**config.mk**
```make
export PLATFORM = sky130hd
export DESIGN_NAME = trig_sequencer_flat
export DESIGN_NICKNAME = d
export VERILOG_FILES = /design/src/rtl/trig_seq_pkg.sv /design/src/rtl/trig_seq_if.sv /design/src/rtl/trig_seq_cnt.sv /design/src/rtl/trig_sequencer.sv /design/src/flat_wrapper.sv
export SDC_FILE = /design/constraint.sdc
export NUM_CORES = 1
export LEC_CHECK = 0
export ABC_AREA = 1
export CAP_MARGIN = 40
export CORE_AREA = 2 2 182 256
export CTS_BUF_LIST = sky130_fd_sc_hd__clkbuf_2
export DETAILED_ROUTE_END_ITERATION = 16
export DIE_AREA = 0 0 184 258
export GPL_ROUTABILITY_DRIVEN = 0
export PLACE_DENSITY = 0.52
export SYNTH_ARGS = -nofsm -noshare
export SYNTH_HDL_FRONTEND = slang
export SYNTH_HIERARCHICAL = 1
export SYNTH_SLANG_ARGS = --single-unit
```
**constraint.sdc**
```tcl
create_clock -name I_clk -period 6.7 [get_ports I_clk]
set_input_delay 1.34 -clock I_clk [delete_from_list [all_inputs] [get_ports I_clk]]
set_output_delay 1.34 -clock I_clk [all_outputs]
set_load 0.01 [all_outputs]
```
**src/rtl/trig_seq_pkg.sv**
```systemverilog
`default_nettype none
// ----------------------------------------------------------------------------
// trig_seq_pkg : state encoding and default widths for trig_sequencer
// Rev 1.0
// ----------------------------------------------------------------------------
package trig_seq_pkg;

  localparam int CNT_W_DEFAULT   = 32;
  localparam int PULSE_W_DEFAULT = 4;

  typedef enum logic [2:0] {
    IDLE  = 3'd0,
    DELAY = 3'd1,
    FIRE  = 3'd2,
    GAP   = 3'd3,
    DONE  = 3'd4
  } trig_state_e;

endpackage
`default_nettype wire

```
**src/rtl/trig_seq_if.sv**
```systemverilog
`default_nettype none
// ----------------------------------------------------------------------------
// trig_seq_if : trigger command / trigger status bundle of trig_sequencer
// Rev 1.0
// ----------------------------------------------------------------------------
interface trig_seq_if #(
  parameter int CNT_W = trig_seq_pkg::CNT_W_DEFAULT
);

  logic             I_start;
  logic [CNT_W-1:0] I_trig_num;
  logic [CNT_W-1:0] I_trig_step;
  logic [CNT_W-1:0] I_wait;
  logic             I_abort;
  logic             O_trig;
  logic [CNT_W-1:0] O_trig_idx;
  logic             O_busy;
  logic             O_done;
  logic             O_overrun;

  modport master (
    output I_start, I_trig_num, I_trig_step, I_wait, I_abort,
    input  O_trig, O_trig_idx, O_busy, O_done, O_overrun
  );

  modport slave (
    input  I_start, I_trig_num, I_trig_step, I_wait, I_abort,
    output O_trig, O_trig_idx, O_busy, O_done, O_overrun
  );

endinterface
`default_nettype wire

```
**src/rtl/trig_seq_cnt.sv**
```systemverilog
`default_nettype none
// ----------------------------------------------------------------------------
// trig_seq_cnt : loadable down-counter that saturates at zero
// Rev 1.0
// ----------------------------------------------------------------------------
module trig_seq_cnt #(
  parameter int CNT_W = 32
) (
  input  logic             clk_i,
  input  logic             rst_i,
  input  logic             load_i,
  input  logic [CNT_W-1:0] value_i,
  input  logic             en_i,
  output logic             zero_o
);

  localparam logic [CNT_W-1:0] ONE = CNT_W'(1);

  logic [CNT_W-1:0] cnt_q;

  always_ff @(posedge clk_i) begin
    if (rst_i) begin
      cnt_q <= '0;
    end else if (load_i) begin
      cnt_q <= value_i;
    end else if (en_i && (cnt_q != '0)) begin
      cnt_q <= cnt_q - ONE;
    end
  end

  assign zero_o = (cnt_q == '0);

endmodule
`default_nettype wire

```
**src/rtl/trig_sequencer.sv**
```systemverilog
`default_nettype none
// ----------------------------------------------------------------------------
// trig_sequencer : delayed, fixed-period train of fixed-width trigger pulses
// Rev 1.0
// ----------------------------------------------------------------------------
module trig_sequencer
  import trig_seq_pkg::*;
#(
  parameter int CNT_W   = CNT_W_DEFAULT,
  parameter int PULSE_W = PULSE_W_DEFAULT
) (
  input  logic       I_clk,
  input  logic       I_rst,
  trig_seq_if.slave  bus
);

  localparam logic [CNT_W-1:0] PW    = CNT_W'(PULSE_W);
  localparam logic [CNT_W-1:0] PW_M1 = CNT_W'(PULSE_W - 1);
  localparam logic [CNT_W-1:0] ONE   = CNT_W'(1);

  trig_state_e      state_q, state_d;
  logic [CNT_W-1:0] per_q, per_d;
  logic [CNT_W-1:0] rem_q, rem_d;
  logic [CNT_W-1:0] idx_q, idx_d;
  logic             trig_q, busy_q, done_q, ovr_q, ovr_d;
  logic             tmr_load, tmr_en, tmr_zero;
  logic             pw_load, pw_en, pw_zero;
  logic [CNT_W-1:0] tmr_val, step_clamped;
  logic             is_busy;

  assign step_clamped = (bus.I_trig_step < PW) ? PW : bus.I_trig_step;
  assign is_busy      = (state_q == DELAY) || (state_q == FIRE) || (state_q == GAP);

  always_comb begin
    state_d  = state_q;
    per_d    = per_q;
    rem_d    = rem_q;
    idx_d    = idx_q;
    tmr_load = 1'b0;
    tmr_val  = bus.I_wait - ONE;
    tmr_en   = 1'b0;
    pw_load  = 1'b0;
    pw_en    = 1'b0;
    ovr_d    = is_busy && bus.I_start && !bus.I_abort;
    case (state_q)
      IDLE, DONE: begin
        state_d = IDLE;
        if (bus.I_start && !bus.I_abort) begin
          per_d = step_clamped;
          rem_d = bus.I_trig_num - ONE;
          idx_d = '0;
          if (bus.I_trig_num == '0) begin
            state_d = DONE;
          end else if (bus.I_wait == '0) begin
            state_d = FIRE;
            pw_load = 1'b1;
          end else begin
            state_d  = DELAY;
            tmr_load = 1'b1;
          end
        end
      end
      DELAY: begin
        if (bus.I_abort) begin
          state_d = IDLE;
        end else if (tmr_zero) begin
          state_d = FIRE;
          pw_load = 1'b1;
        end else begin
          tmr_en = 1'b1;
        end
      end
      FIRE: begin
        if (bus.I_abort) begin
          state_d = IDLE;
        end else if (!pw_zero) begin
          pw_en = 1'b1;
        end else if (rem_q == '0) begin
          state_d = DONE;
        end else begin
          rem_d = rem_q - ONE;
          // A period equal to the pulse width chains pulses with no low gap.
          if (per_q == PW) begin
            pw_load = 1'b1;
            idx_d   = idx_q + ONE;
          end else begin
            state_d  = GAP;
            tmr_load = 1'b1;
            tmr_val  = per_q - PW - ONE;
          end
        end
      end
      GAP: begin
        if (bus.I_abort) begin
          state_d = IDLE;
        end else if (tmr_zero) begin
          state_d = FIRE;
          pw_load = 1'b1;
          idx_d   = idx_q + ONE;
        end else begin
          tmr_en = 1'b1;
        end
      end
      default: state_d = IDLE;
    endcase
  end

  always_ff @(posedge I_clk) begin
    if (I_rst) begin
      state_q <= IDLE;
      per_q   <= '0;
      rem_q   <= '0;
      idx_q   <= '0;
      trig_q  <= 1'b0;
      busy_q  <= 1'b0;
      done_q  <= 1'b0;
      ovr_q   <= 1'b0;
    end else begin
      state_q <= state_d;
      per_q   <= per_d;
      rem_q   <= rem_d;
      idx_q   <= idx_d;
      trig_q  <= (state_d == FIRE);
      busy_q  <= (state_d == DELAY) || (state_d == FIRE) || (state_d == GAP);
      done_q  <= (state_d == DONE);
      ovr_q   <= ovr_d;
    end
  end

  // Shared timer: delay before the first pulse and low gap between pulses.
  trig_seq_cnt #(.CNT_W(CNT_W)) u_tmr (
    .clk_i   (I_clk),
    .rst_i   (I_rst),
    .load_i  (tmr_load),
    .value_i (tmr_val),
    .en_i    (tmr_en),
    .zero_o  (tmr_zero)
  );

  trig_seq_cnt #(.CNT_W(CNT_W)) u_pw (
    .clk_i   (I_clk),
    .rst_i   (I_rst),
    .load_i  (pw_load),
    .value_i (PW_M1),
    .en_i    (pw_en),
    .zero_o  (pw_zero)
  );

  assign bus.O_trig     = trig_q;
  assign bus.O_trig_idx = idx_q;
  assign bus.O_busy     = busy_q;
  assign bus.O_done     = done_q;
  assign bus.O_overrun  = ovr_q;

endmodule
`default_nettype wire
```
**src/flat_wrapper.sv**
```systemverilog
// flat-port wrapper written by rule: the top's interface ports become plain ports
module trig_sequencer_flat import trig_seq_pkg::*;
#(
  parameter int CNT_W   = CNT_W_DEFAULT,
  parameter int PULSE_W = PULSE_W_DEFAULT
)
  (I_clk, I_rst, bus_I_start, bus_I_trig_num, bus_I_trig_step, bus_I_wait, bus_I_abort, bus_O_trig, bus_O_trig_idx, bus_O_busy, bus_O_done, bus_O_overrun);
  trig_seq_if #(.CNT_W(CNT_W)) bus_i ();
  input  logic I_clk;
  input  logic I_rst;
  input wire logic [$bits(bus_i.I_start)-1:0] bus_I_start;
  input wire logic [$bits(bus_i.I_trig_num)-1:0] bus_I_trig_num;
  input wire logic [$bits(bus_i.I_trig_step)-1:0] bus_I_trig_step;
  input wire logic [$bits(bus_i.I_wait)-1:0] bus_I_wait;
  input wire logic [$bits(bus_i.I_abort)-1:0] bus_I_abort;
  output wire logic [$bits(bus_i.O_trig)-1:0] bus_O_trig;
  output wire logic [$bits(bus_i.O_trig_idx)-1:0] bus_O_trig_idx;
  output wire logic [$bits(bus_i.O_busy)-1:0] bus_O_busy;
  output wire logic [$bits(bus_i.O_done)-1:0] bus_O_done;
  output wire logic [$bits(bus_i.O_overrun)-1:0] bus_O_overrun;
  assign bus_i.I_start = bus_I_start;
  assign bus_i.I_trig_num = bus_I_trig_num;
  assign bus_i.I_trig_step = bus_I_trig_step;
  assign bus_i.I_wait = bus_I_wait;
  assign bus_i.I_abort = bus_I_abort;
  assign bus_O_trig = bus_i.O_trig;
  assign bus_O_trig_idx = bus_i.O_trig_idx;
  assign bus_O_busy = bus_i.O_busy;
  assign bus_O_done = bus_i.O_done;
  assign bus_O_overrun = bus_i.O_overrun;
  trig_sequencer #(.CNT_W(CNT_W), .PULSE_W(PULSE_W)) u_core (.I_clk(I_clk), .I_rst(I_rst), .bus(bus_i));
endmodule
```
== Yosys cells after proc, flatten, opt, wreduce, memory -nomap -nowiden ==
Cells that the tools add are included.
W data, S select, Z words.

* RAM bits: 0
* Memories kept: 0
* Bits in latches: 0
* Bits in read-only memories: 0
* Flip-flop bits (word level): 167
* Output and inout port bits: 36
* Bits of input ports: 100

* $mul: 0
* Reductions and logical operators: 28
* $add $sub $neg: 8
* Div/mod/pow operators: 0
* Muxes and demuxes: 57
* Shift-type cells: 0
* Eq/ne operators: 16
* Bitwise gates (word level): 0
* Order comparisons: 1

{| class="wikitable"
|+ Operator list
! operator !! count
|-
| $mux W32 || 19
|-
| $sub A32 B1 Y32 const B || 6
|-
| $logic_not A32 Y1 || 5
|-
| $pmux W32 S3 || 1
|-
| $pmux W32 S2 || 1
|-
| $reduce_bool A32 Y1 || 2
|-
| $add A32 B1 Y32 const B || 1
|-
| $eq A32 B3 Y1 const B || 1
|-
| $lt A32 B3 Y1 const B || 1
|-
| $sub A32 B3 Y32 const B || 1
|-
| $mux W3 || 8
|-
| $mux W1 || 22
|-
| $eq A3 B2 Y1 const B || 4
|-
| $pmux W3 S3 || 1
|-
| $ne A2 B2 Y1 const B || 4
|-
| $reduce_and A8 Y1 || 1
|-
| $eq A3 B1 Y1 const B || 2
|-
| $eq A3 B3 Y1 const B || 2
|-
| $mux W2 || 3
|-
| $ne A2 B1 Y1 const B || 3
|-
| $reduce_bool A2 Y1 || 3
|-
| $reduce_or A2 Y1 || 3
|-
| $logic_and A1 B1 Y1 || 5
|-
| $reduce_and A5 Y1 || 1
|-
| 7 further kinds || 10
|}

== Logic depth before layout (Yosys ltp) ==
* Depth in word-level cells: 9
* Gate-level depth with buffers: 20
* Gate-level depth less buffers: 19

== Cells and area by module ==
Netlist, hierarchy kept.

{| class="wikitable"
|+ Modules (own cells, without submodules)
! module !! seq. area each (um^2) !! area an instance (um^2) !! cells an instance !! times used
|-
| trig_sequencer || 2062.0 || 8541.9 || 1531 || 1
|-
| trig_seq_cnt || 640.6 || 2434.8 || 403 || 2
|}

== Worst setup path before layout ==
No wires, ideal clock.

* Path kind: input -> register
* From: input bus_I_wait[0]
* To: register u_core.u_tmr.cnt_q[28]
* Slack: 3.140 ns
* Arrival time: 3.490 ns
* Stages on the path: 16
* Library setup time: 0.070 ns
* Path buffers: 2
* Path through: inv_1 > ha_1 > nand2_1 > nor2_1 > nand3_1 > nor2_1 > nand3_1 > nand2_1 > nand2_1 > clkbuf_1 > inv_1 > clkbuf_1 > nand3_1 > nand2_1 > inv_1 > a21oi_1

* Elaborated cells between the ends (all ways): 13
* Classes of those cells: add/sub (1); mux (10); reduce/logical (2)

{| class="wikitable"
|+ RTL lines
! what !! line !! RTL
|-
| from (decl) || flat_wrapper.sv:14 || <nowiki>input wire logic [$bits(bus_i.I_wait)-1:0] bus_I_wait;</nowiki>
|-
| $logic_not A32 Y1 * || trig_sequencer.sv:54 || <nowiki>end else if (bus.I_wait == '0) begin</nowiki>
|-
| $mux W1 * || trig_sequencer.sv:54 ||
|-
| $mux W1 * || trig_sequencer.sv:52 || <nowiki>if (bus.I_trig_num == '0) begin</nowiki>
|-
| $mux W1 * || trig_sequencer.sv:48 || <nowiki>if (bus.I_start && !bus.I_abort) begin</nowiki>
|-
| $pmux W1 S2 * || trig_sequencer.sv:45 || <nowiki>case (state_q)</nowiki>
|-
| via u_core.tmr_load || trig_sequencer.sv:26 || <nowiki>logic tmr_load, tmr_en, tmr_zero;</nowiki>
|-
| $mux W32 / $reduce_bool A2 Y1 (equally long branches) || n/a ||
|-
| to (signal assigned) || trig_seq_cnt.sv:25 || <nowiki>cnt_q <= value_i;</nowiki>
|-
| to (signal assigned) || trig_seq_cnt.sv:27 || <nowiki>cnt_q <= cnt_q - ONE;</nowiki>
|-
| to (decl) || trig_seq_cnt.sv:19 || <nowiki>logic [CNT_W-1:0] cnt_q;</nowiki>
|}

The timed path passes the listed nets; every way through them passes the cells marked *.
A chain may end at the register's enable or synchronous reset.

== Final worst setup path ==
* From: input bus_I_wait[0]
* To: register u_core.u_tmr.cnt_q[17]

The elaborated chain is that of the path after synthesis.

==> run summary <==
Worst reg2reg path endpoint - u_core/u_tmr/cnt_q[7]$_SDFFE_PP0P_
Busiest layer in global routing - met2
Critical path launch point type - primary input
Static Leak - 6.77 nW
Number of vias after detailed routing - 14600
Final layout net count - 2567
Reg2Reg Depth - 19
Violation count after the first detailed-routing iteration - 818
Post-DR wirelength/cell - 14.4 µm
Clk slew on worst S/H paths - 0.28 ns
Number of placed I/O pins - 136
Worst hold-check path type - flop to flop
Wire length of the first global-routing pass - 69400 µm
Post-synthesis cell type with the largest combined area - sky130_fd_sc_hd__dfxtp_1
Power per standard cell area - 150 nW/µm²
Clock latency on the worst-skew pair - 0.88 ns
DRT Pass-1 Iters - 5
Count of flip-flops with a built-in enable after synthesis - 0
Most frequently used cell type in the post-synthesis netlist - sky130_fd_sc_hd__nand2_1
Post-route clock period utilization - 0.636
Top flip-flop cell by instance count after synthesis - sky130_fd_sc_hd__dfxtp_1
Met3 Use GR - 0.0196
Setup repair after global routing missed its margin - no
Die area - 47500 µm²
Gate family responsible for the most delay along the worst path - simple AND/OR/NAND/NOR gates
Maxcap violations - 0
Syn_area_per_cell - 5.74 µm²
Slowest cell delay on critical path - 0.51 ns
Worst path cell trace - clkdlybuf4s50_1 > inv_1 > ha_1 > nand2_1 > nor2_1 > nand3_1 > nor2_1 > nand3_1 > nand2_1 > nand2_1 > inv_1 > buf_16 > nand2_2 > o21ai_1 > nor2_1
Area of the placeable core - 45400 µm²
Global routing met2 resource utilization - 0.330
Slowest stage cell on the critical path - sky130_fd_sc_hd__inv_1
Post-detailed-route via-to-cell ratio - 4.81
Worst-Margin Slew - 0.831 ns
TritonCTS buffer count - 17
Setup-failing EPs final - 0
Share of the synthesized area in the top cell type - 0.249
Portion of the post-synthesis area used by sequential elements - 0.249
Syn. warnings - 6
Height of the die - 258 µm
Pin count of the biggest net entering global routing - 66
Source of the critical timing path - bus_I_wait[0]
Overall power after layout - 2.34 mW
Share of post-route cells with drive strength above 1 - 0.0550
Area of the mapped netlist - 13400 µm²
Post-Route Setup TNS - 0 ns
Buffers on Ports - 135
Timing-limited maximum frequency - 0.235 GHz
Initial core utilization - 0.296
Antenna violations before repair - 1
# rows - 93
Synth cell count leaders - 625 x sky130_fd_sc_hd__nand2_1, 545 x sky130_fd_sc_hd__nor2_1, 251 x sky130_fd_sc_hd__inv_1
Seq cells post-synth - 167
Total global routing overflow - 0
Vias in the first global route - 13800
Post-CTS Repair Setup Buffers - 0
Cell at the root of the clock tree - sky130_fd_sc_hd__clkbuf_2
Type of destination of the critical path - flop
Required arrival time at the worst endpoint - 7.44 ns
VDD IR max - 0.0000743 V
Number of buffer and inverter stages on the critical path - 4
Met1 layer usage reported by global route - 0.223
GRT Overall Usage - 0.183
Number of gates resized after CTS - 0
Final critical path time including I/O delays and setup - 4.26 ns
Hold bufs inserted after CTS - 0
Final Slew Violations - 0
Number of distinct library cell variants in the gate-level netlist after synthesis - 42
Antenna-violating nets left - 0
Sink Count - 167
Area added between synthesis and finish - 16.0%
Total routed wirelength - 43800 µm
CTS tree - done
Largest cells by area after synthesis - sky130_fd_sc_hd__dfxtp_1 25%, sky130_fd_sc_hd__nand2_1 17%, sky130_fd_sc_hd__nor2_1 15%
Share of flip-flops with an asynchronous set or reset after synthesis - 0
Number of buffers between clock root and the deepest sink - 2
Floorplan die width - 184 µm
Worst path arrival time - 5.00 ns
Hpwl dp - 33900 µm
Launch instance of the worst register-to-register path - u_core/u_pw/cnt_q[0]$_SDFFE_PP0P_
Final hold violations - 0
Number of stages on the worst hold path - 2
Filler instances - 5133
H-tree level count - 4
R2R setup slack - 2.45 ns
Worst Skew - 0.0770 ns
Critical Setup Path Class - primary input to flop
Max transition margin - 0.445
Footprint of the flip-flops and latches - 3340 µm²
Crit path max fanout - 23
Area occupied by multi-input gates - 8800 µm²
Origin of the worst min-delay path - u_core/u_pw/cnt_q[0]$_SDFFE_PP0P_
Result of the run - finished, final reports clean
Post-route DRC - 0
Number of instances in the synthesized netlist - 2337
Hold endpoint - u_core/u_pw/cnt_q[0]$_SDFFE_PP0P_
[final cells by class]
cell class | instances | area share
antenna | 1 | 0.000161
inverter | 255 | 0.0622
timing repair buffer | 148 | 0.0965
clock buffer | 19 | 0.00611
multi-input combinational | 1871 | 0.565
clock inverter | 12 | 0.00917
sequential | 167 | 0.215
tap | 570 | 0.0458
[how the worst max path moves through the flow]
stage                                                to  cells after the start
floorplan           u_core/u_tmr/cnt_q[28]$_SDFFE_PP0P_                     16
global placement     u_core/u_tmr/cnt_q[9]$_SDFFE_PP0P_                     14
detailed placement  u_core/u_tmr/cnt_q[18]$_SDFFE_PP0P_                     15
CTS                  u_core/u_tmr/cnt_q[7]$_SDFFE_PP0P_                     19
global route         u_core/u_tmr/cnt_q[1]$_SDFFE_PP0P_                     19
finish              u_core/u_tmr/cnt_q[17]$_SDFFE_PP0P_                     15
[layout by cell type, fill, tap and decap left out, types with 4 or more instances in the layout]
cell type | Yosys | routed
sky130_fd_sc_hd__nand3b_1 | 6 | 6
sky130_fd_sc_hd__or2_2 | 12 | 12
sky130_fd_sc_hd__nand3_1 | 166 | 166
sky130_fd_sc_hd__xor2_1 | 65 | 65
sky130_fd_sc_hd__conb_1 | 2 | 32
sky130_fd_sc_hd__inv_1 | 251 | 251
sky130_fd_sc_hd__o21bai_1 | 12 | 12
sky130_fd_sc_hd__buf_4 | 6 | 10
sky130_fd_sc_hd__a21oi_1 | 76 | 76
sky130_fd_sc_hd__nor4_1 | 10 | 10
sky130_fd_sc_hd__nand4_1 | 29 | 29
sky130_fd_sc_hd__xnor2_1 | 34 | 34
sky130_fd_sc_hd__nor2_2 | 17 | 18
sky130_fd_sc_hd__dfxtp_1 | 167 | 167
sky130_fd_sc_hd__nor2_1 | 545 | 544
sky130_fd_sc_hd__nand2_2 | 7 | 7
sky130_fd_sc_hd__nand2_1 | 625 | 625
sky130_fd_sc_hd__inv_6 | 0 | 4
sky130_fd_sc_hd__nor3_1 | 29 | 29
sky130_fd_sc_hd__ha_1 | 7 | 7
sky130_fd_sc_hd__o21ai_0 | 104 | 104
sky130_fd_sc_hd__nor3_2 | 26 | 26
sky130_fd_sc_hd__o21ai_1 | 20 | 20
sky130_fd_sc_hd__a211oi_1 | 19 | 19
sky130_fd_sc_hd__nor2_4 | 8 | 8
sky130_fd_sc_hd__clkbuf_2 | 0 | 19
sky130_fd_sc_hd__clkdlybuf4s50_1 | 0 | 134
sky130_fd_sc_hd__nand2_4 | 7 | 7
[metrics by stage]
step                      utilization  hold WS [ns]  setup slack (ns)  area, µm²  instances
after CTS                       0.343         0.486              2.40      15600       3042
final                           0.343         0.481              2.44      15600       3043
after floorplan                     -         0.437              3.14      13500       2367
after global routing            0.343         0.505              1.95      15600       3043
after global placement          0.336         0.448              1.24      15200       3007
after detailed placement        0.338         0.457              1.57      15300       3011
[worst min-delay path, cell delays in order, from the launching register on]
cell	delay [ns]
sky130_fd_sc_hd__dfxtp_1	0.38
sky130_fd_sc_hd__nand2_1	0.06
sky130_fd_sc_hd__a21oi_1	0.05
[sequential cells by signal (all words and copies together), names as in the netlist]
name	flops
u_core/rem_q	32
u_core/bus.O_trig	1
u_core/bus.O_done	1
u_core/bus.O_overrun	1
u_core/u_tmr/cnt_q	32
u_core/state_q	3
u_core/u_pw/cnt_q	32
u_core/bus.O_trig_idx	32
u_core/bus.O_busy	1
u_core/per_q	32
[metal layers]
metal  routed length (µm)  part of all wire  up-vias
li1                     -                 -     7549
met1                19100              0.44     6691
met2                21900              0.50      331
met3                 1650             0.038       51
met4                 1110             0.025        0
met5                    0                 0        -
[kinds of logic after synthesis]
logic type / count (synthesis) / share of synthesized area
buffers and inverters: 329 / 0.103
DFF: 167 / 0.249
xor gates and xnor gates: 99 / 0.0647
and+or+nand+nor: 1495 / 0.478
AOI/OAI and AO/OA: 238 / 0.0975
other: 2 / 0.000560
adders and majority gates: 7 / 0.00653
[report_power, final]
part | total (mW) | internal [mW] | switching, mW
Clock | 0.604 | 0.180 | 0.425
Combinational | 0.641 | 0.236 | 0.405
Sequential | 1.09 | 1.05 | 0.0448
(Power assumes the default switching activity.)
